==> config.mk <==
export PLATFORM = sky130hd
export DESIGN_NAME = tlul_host_adapter_ordered
export DESIGN_NICKNAME = d
export VERILOG_FILES = /design/src/rtl/tlul_pkg.sv /design/src/rtl/tlul_rsp_reorder.sv /design/src/rtl/tlul_host_adapter_ordered.sv
export SDC_FILE = /design/constraint.sdc
export NUM_CORES = 1
export LEC_CHECK = 0
export CAP_MARGIN = 20
export CORE_MARGIN = 2
export CORE_UTILIZATION = 43
export CTS_CLUSTER_SIZE = 20
export DETAILED_ROUTE_END_ITERATION = 10
export PLACE_DENSITY = 0.77
export SETUP_SLACK_MARGIN = 0.3
export SLEW_MARGIN = 20
export SYNTH_ARGS = -nofsm -noshare
export SYNTH_HDL_FRONTEND = slang
export SYNTH_SLANG_ARGS = --single-unit
==> constraint.sdc <==
create_clock -name clk_i -period 2.62 [get_ports clk_i]
set_clock_uncertainty 0.15 [all_clocks]
set_input_delay 0.262 -clock clk_i [delete_from_list [all_inputs] [get_ports clk_i]]
set_output_delay 0.262 -clock clk_i [all_outputs]
set_load 0.1 [all_outputs]
==> src/rtl/tlul_pkg.sv <==
// TL-UL bus widths, opcodes, channel payloads and the response slot entry
// shared by the ordered host adapter.
package tlul_pkg;

  localparam int unsigned TL_AW  = 32;
  localparam int unsigned TL_DW  = 32;
  localparam int unsigned TL_DBW = TL_DW / 8;
  localparam int unsigned TL_AIW = 8;
  localparam int unsigned TL_SZW = 2;

  typedef enum logic [2:0] {
    PutFullData    = 3'h0,
    PutPartialData = 3'h1,
    Get            = 3'h4
  } tl_a_op_e;

  typedef enum logic [2:0] {
    AccessAck     = 3'h0,
    AccessAckData = 3'h1
  } tl_d_op_e;

  typedef struct packed {
    logic              a_valid;
    tl_a_op_e          a_opcode;
    logic [2:0]        a_param;
    logic [TL_SZW-1:0] a_size;
    logic [TL_AIW-1:0] a_source;
    logic [TL_AW-1:0]  a_address;
    logic [TL_DBW-1:0] a_mask;
    logic [TL_DW-1:0]  a_data;
    logic              d_ready;
  } tlul_h2d_t;

  typedef struct packed {
    logic              d_valid;
    tl_d_op_e          d_opcode;
    logic [2:0]        d_param;
    logic [TL_SZW-1:0] d_size;
    logic [TL_AIW-1:0] d_source;
    logic              d_sink;
    logic [TL_DW-1:0]  d_data;
    logic              d_error;
    logic              a_ready;
  } tlul_d2h_t;

  typedef struct packed {
    logic             busy;
    logic             done;
    logic             err;
    logic [TL_DW-1:0] data;
  } tlul_rsp_slot_t;

endpackage

==> src/rtl/tlul_rsp_reorder.sv <==
// Per-source response slot table: captures D beats out of order and
// retires them to the host strictly in issue order.
module tlul_rsp_reorder
  import tlul_pkg::*;
#(
  parameter  int unsigned MAX_REQS = 4,
  localparam int unsigned SlotW    = (MAX_REQS > 1) ? $clog2(MAX_REQS) : 1
) (
  input  logic              clk_i,
  input  logic              rst_ni,
  input  logic              issue_i,
  input  logic [SlotW-1:0]  iss_slot_i,
  input  logic              d_valid_i,
  input  logic [TL_AIW-1:0] d_source_i,
  input  logic [TL_DW-1:0]  d_data_i,
  input  logic              d_error_i,
  output logic              retire_c,
  output logic              valid_o,
  output logic [TL_DW-1:0]  rdata_o,
  output logic              err_o,
  output logic              unexp_o
);

  tlul_rsp_slot_t slot_q [MAX_REQS];
  tlul_rsp_slot_t slot_d [MAX_REQS];
  logic [SlotW-1:0] ret_q, ret_d;
  logic             valid_q, valid_d;
  logic [TL_DW-1:0] rdata_q, rdata_d;
  logic             err_q, err_d;
  logic             unexp_q, unexp_d;

  logic             src_ok_c;
  logic             accept_c;
  logic [SlotW-1:0] d_idx_c;

  always_comb begin
    slot_d   = slot_q;
    ret_d    = ret_q;
    valid_d  = 1'b0;
    rdata_d  = rdata_q;
    err_d    = err_q;
    unexp_d  = 1'b0;
    src_ok_c = ({1'b0, d_source_i} < (TL_AIW+1)'(MAX_REQS));
    d_idx_c  = SlotW'(d_source_i);
    // Slot lookup is only trusted once the source is known to be in range.
    accept_c = d_valid_i & src_ok_c & slot_q[d_idx_c].busy & ~slot_q[d_idx_c].done;
    retire_c = slot_q[ret_q].done;

    if (retire_c) begin
      valid_d                = 1'b1;
      rdata_d                = slot_q[ret_q].data;
      err_d                  = slot_q[ret_q].err;
      slot_d[ret_q].busy     = 1'b0;
      slot_d[ret_q].done     = 1'b0;
      ret_d                  = (ret_q == SlotW'(MAX_REQS - 1)) ? '0 : ret_q + SlotW'(1);
    end

    if (accept_c) begin
      slot_d[d_idx_c].data = d_data_i;
      slot_d[d_idx_c].err  = d_error_i;
      slot_d[d_idx_c].done = 1'b1;
    end

    unexp_d = d_valid_i & ~accept_c;

    if (issue_i) begin
      slot_d[iss_slot_i].busy = 1'b1;
    end
  end

  always_ff @(posedge clk_i) begin
    if (!rst_ni) begin
      for (int i = 0; i < int'(MAX_REQS); i++) begin
        slot_q[i] <= '0;
      end
      ret_q   <= '0;
      valid_q <= 1'b0;
      rdata_q <= '0;
      err_q   <= 1'b0;
      unexp_q <= 1'b0;
    end else begin
      slot_q  <= slot_d;
      ret_q   <= ret_d;
      valid_q <= valid_d;
      rdata_q <= rdata_d;
      err_q   <= err_d;
      unexp_q <= unexp_d;
    end
  end

  assign valid_o = valid_q;
  assign rdata_o = rdata_q;
  assign err_o   = err_q;
  assign unexp_o = unexp_q;

endmodule

==> src/rtl/tlul_host_adapter_ordered.sv <==
// Host req/gnt/valid to TL-UL bridge with up to MAX_REQS outstanding
// transactions and in-order response delivery.
module tlul_host_adapter_ordered
  import tlul_pkg::*;
#(
  parameter  int unsigned MAX_REQS = 4,
  localparam int unsigned SlotW    = (MAX_REQS > 1) ? $clog2(MAX_REQS) : 1,
  localparam int unsigned CntW     = $clog2(MAX_REQS + 1)
) (
  input  logic              clk_i,
  input  logic              rst_ni,
  input  logic              req_i,
  output logic              gnt_o,
  input  logic [TL_AW-1:0]  addr_i,
  input  logic              we_i,
  input  logic [TL_DW-1:0]  wdata_i,
  input  logic [TL_DBW-1:0] be_i,
  output logic              valid_o,
  output logic [TL_DW-1:0]  rdata_o,
  output logic              err_o,
  output logic [CntW-1:0]   outstanding_o,
  output logic              unexp_o,
  output tlul_h2d_t         tl_h_c_a,
  input  tlul_d2h_t         tl_h_c_d
);

  localparam int unsigned AddrLsb = $clog2(TL_DBW);

  if ((MAX_REQS < 1) || (MAX_REQS > (2 ** TL_AIW))) begin : g_bad_max_reqs
    $error("MAX_REQS must lie in 1..2**TL_AIW");
  end

  logic [SlotW-1:0] iss_q, iss_d;
  logic [CntW-1:0]  cnt_q, cnt_d;
  logic             full_c;
  logic             issue_c;
  logic             retire_c;
  logic             unused_c;

  assign full_c  = (cnt_q == CntW'(MAX_REQS));
  // Full blocks issue even when a retire frees a slot in the same cycle.
  assign gnt_o   = tl_h_c_d.a_ready & ~full_c;
  assign issue_c = req_i & gnt_o;

  always_comb begin
    tl_h_c_a           = '0;
    tl_h_c_a.a_valid   = req_i & ~full_c;
    tl_h_c_a.a_opcode  = Get;
    tl_h_c_a.a_param   = 3'b000;
    tl_h_c_a.a_size    = TL_SZW'(AddrLsb);
    tl_h_c_a.a_source  = TL_AIW'(iss_q);
    tl_h_c_a.a_address = {addr_i[TL_AW-1:AddrLsb], {AddrLsb{1'b0}}};
    tl_h_c_a.a_mask    = {TL_DBW{1'b1}};
    tl_h_c_a.a_data    = wdata_i;
    tl_h_c_a.d_ready   = 1'b1;
    if (we_i) begin
      tl_h_c_a.a_opcode = (&be_i) ? PutFullData : PutPartialData;
      tl_h_c_a.a_mask   = be_i;
    end
  end

  always_comb begin
    iss_d = iss_q;
    cnt_d = cnt_q;
    if (issue_c) begin
      iss_d = (iss_q == SlotW'(MAX_REQS - 1)) ? '0 : iss_q + SlotW'(1);
    end
    case ({issue_c, retire_c})
      2'b10:   cnt_d = cnt_q + CntW'(1);
      2'b01:   cnt_d = cnt_q - CntW'(1);
      default: cnt_d = cnt_q;
    endcase
  end

  always_ff @(posedge clk_i) begin
    if (!rst_ni) begin
      iss_q <= '0;
      cnt_q <= '0;
    end else begin
      iss_q <= iss_d;
      cnt_q <= cnt_d;
    end
  end

  assign outstanding_o = cnt_q;

  tlul_rsp_reorder #(
    .MAX_REQS (MAX_REQS)
  ) u_reorder (
    .clk_i      (clk_i),
    .rst_ni     (rst_ni),
    .issue_i    (issue_c),
    .iss_slot_i (iss_q),
    .d_valid_i  (tl_h_c_d.d_valid),
    .d_source_i (tl_h_c_d.d_source),
    .d_data_i   (tl_h_c_d.d_data),
    .d_error_i  (tl_h_c_d.d_error),
    .retire_c   (retire_c),
    .valid_o    (valid_o),
    .rdata_o    (rdata_o),
    .err_o      (err_o),
    .unexp_o    (unexp_o)
  );

  // D-channel fields and address low bits carry no meaning for this host.
  assign unused_c = ^{tl_h_c_d.d_opcode, tl_h_c_d.d_param, tl_h_c_d.d_size,
                      tl_h_c_d.d_sink, addr_i[AddrLsb-1:0]};

endmodule
==> results.yml <==
timing:
  period_share_pct: 84.6
  drv_slew: 0
  hold_viol: 0
  period_needed_ns: 2.22
  rsz0062_at_grt: "no"
  relSlewSlack_pct: 49.1
  setup_viol: 0
  fmax_mhz: 451
  tns_ns: 0
  worstMarginPinSlew_ns: 0.764
  finalHoldWorstSlack_ns: 0.129
routing:
  via_per_inst: 4.91
  drt_iter0_markers: 288
  dr.pass1.iters: 4
  drc: 0
  via_count: 5365
  wirelength_um: 16000
  wire_per_inst_um: 14.6
  ant_nets: 0
final_layout:
  fin_nets: 954
  area_growth_pct: 14.7
  final_cells: 1093
  nFillCells: 1708
  drive_gt1_share_pct: 17.8
  utilization_pct: 50.8
  fin_area_mm2: 0.00959
  antenna_cells: 0
logic_synthesis:
  synth_ff_type: "dfxtp_1"
  yosysWarnings: 0
  synth-async-reset-ratio_pct: 0
  synth_edf_count: 0
  ys_seq_elements: 182
  synth-seq-area-share_pct: 43.6
  ys_types: 37
  synthesis.area_mm2: 0.00836
  syn_avg_cell_area_um2: 10.4
  syn_inst: 802
cts:
  h-tree-depth: 4
  cts_root_buf: "clkbuf_16"
  cts_buffers: 17
  cts_buffer_depth: 2
  path_clk_slew_ns: 0.07
  cts_tree: "yes"
  insertion_delay_ns: 0.43
  cts.sinks: 182
global_routing:
  globalRouteTotalUtil_pct: 16.0
  grt_pass1_vias: 5240
  grt_pass1_wl_um: 26100
  grt-ovfl-total: 0
  antenna_found_initial: 0
  grt_start_max_net_pins: 72
setup_path:
  crit_path_end_kind: "flip-flop"
  cp_data_required_time_ns: 2.83
  crit_path_max_fanout: 4
  crit_type: "reg2reg"
  crit_start: "outstanding_o[1]"
  crit_arrival_ns: 2.42
  reg2reg_from: "outstanding_o[1]"
  crit_path_start_kind: "flip-flop"
placement:
  place_hpwl_um: 10100
  place_congestion: 0.729
  dpl-instance-area_mm2: 0.00901
  dpl.cell_count: 1060
  port_buffers: 98
job:
  cap_violations: 0
floorplan:
  start_util_pct: 44.2
  die_x_um: 143
  ios: 249
  die_area_mm2: 0.0206
  rows: 50
  die_y_um: 143
  coreArea_mm2: 0.0189
status:
  status: "finished clean"
power_and_ir_drop:
  peakVddDrop_mv: 0.423
  power_density_mw_per_mm2: 591
  power.leakage_nw: 3.51
hold_path:
  hp-class: "in2reg"
  hold_start: "rst_ni"
[path summary, 6_finish.rpt]
path | depth (start not counted) | slack (ns) | endpoint
setup / recovery | 8 | 0.40 | outstanding_o[2]
hold / removal | 3 | 0.13 | u_reorder.unexp_o
setup reg to reg | 8 | 0.40 | outstanding_o[2]
hold reg to reg | 2 | 0.30 | flip-flop
[repair_timing]
item	in CTS	in global routing
buffers inserted	0	1
hold buffers	0	0
hold endpoints to repair	0	0
gates resized for setup	0	3
setup endpoints to repair	0	1
[critical path: stages (launching register included)]
cell	delay, ns
dfxtp_2	0.35
nor3b_4	0.24
nand3b_1	0.19
ha_2	0.20
inv_1	0.05
fa_1	0.37
xor2_1	0.17
or3_1	0.30
a21boi_1	0.12
[logic make-up (layout without fill, tap and decap cells)]
group,after synthesis,after routing,synth area share [%]
and+or+nand+nor,245,245,13.0
muxes,202,202,29.3
DFF,182,182,43.6
buffers and inverters,140,158,10.8
AOI/OAI and AO/OA,19,19,1.42
adders and majority gates,10,10,1.59
other,2,15,0.0899
xor gates and xnor gates,2,2,0.210
[power breakdown]
part	switching, W	internal [W]
Combinational	0.000292	0.000128
Sequential	0.00000707	0.00277
Clock	0.00112	0.00135
[cells in the mapped netlist (4+ instances only)]
library cell,number,share of area [%]
mux4_2,34,9.2
nand2_1,178,8.0
o21ai_0,8,0.48
nor3_1,4,0.24
mux2i_1,167,20
nand3_1,4,0.24
buf_4,80,7.2
and2_1,6,0.45
clkbuf_1,28,1.3
inv_1,10,0.45
ha_1,9,1.3
dfxtp_1,182,44
nor2b_1,37,2.8
buf_2,17,1.0
nand2b_1,4,0.30
[per-stage QoR]
step | setup WS [ns] | total power, W
2_1_floorplan | 0.0958 | 0.00358
3_3_place_gp | 0.207 | 0.00326
3_5_place_dp | 0.179 | 0.00326
4_1_cts | 0.310 | 0.00571
5_1_grt | 0.307 | 0.00585
6_report | 0.404 | 0.00567
[cells in the final DEF, fill, tap and decap left out, drive strengths merged, types with 6 or more instances in the layout]
master / instances
and2: 6
dfxtp: 182
nand2: 178
mux4: 34
clkdlybuf4s50: 49
buf: 67
clkbuf: 19
mux2i: 167
ha: 9
o21ai: 8
conb: 15
nor2b: 37
inv: 16
[layer usage]
layer | global-route usage, % | vias to the layer above | wire, um
li1 | - | 2645 | -
met4 | 5.93 | 0 | 225
met1 | 20.4 | 2581 | 7290
met5 | 0 | - | 0
met3 | 3.73 | 20 | 678
met2 | 26.4 | 119 | 7820
[final cells by class]
type,instances,area [um^2],share of cell area [%]
multi-input combinational,493,3900,40.7
clock buffer,19,443,4.62
sequential,182,3650,38.1
inverter,10,37.5,0.391
tap,260,325,3.39
clock inverter,13,120,1.25
timing repair buffer,116,1110,11.6
Power figures use the tool's default switching activity.
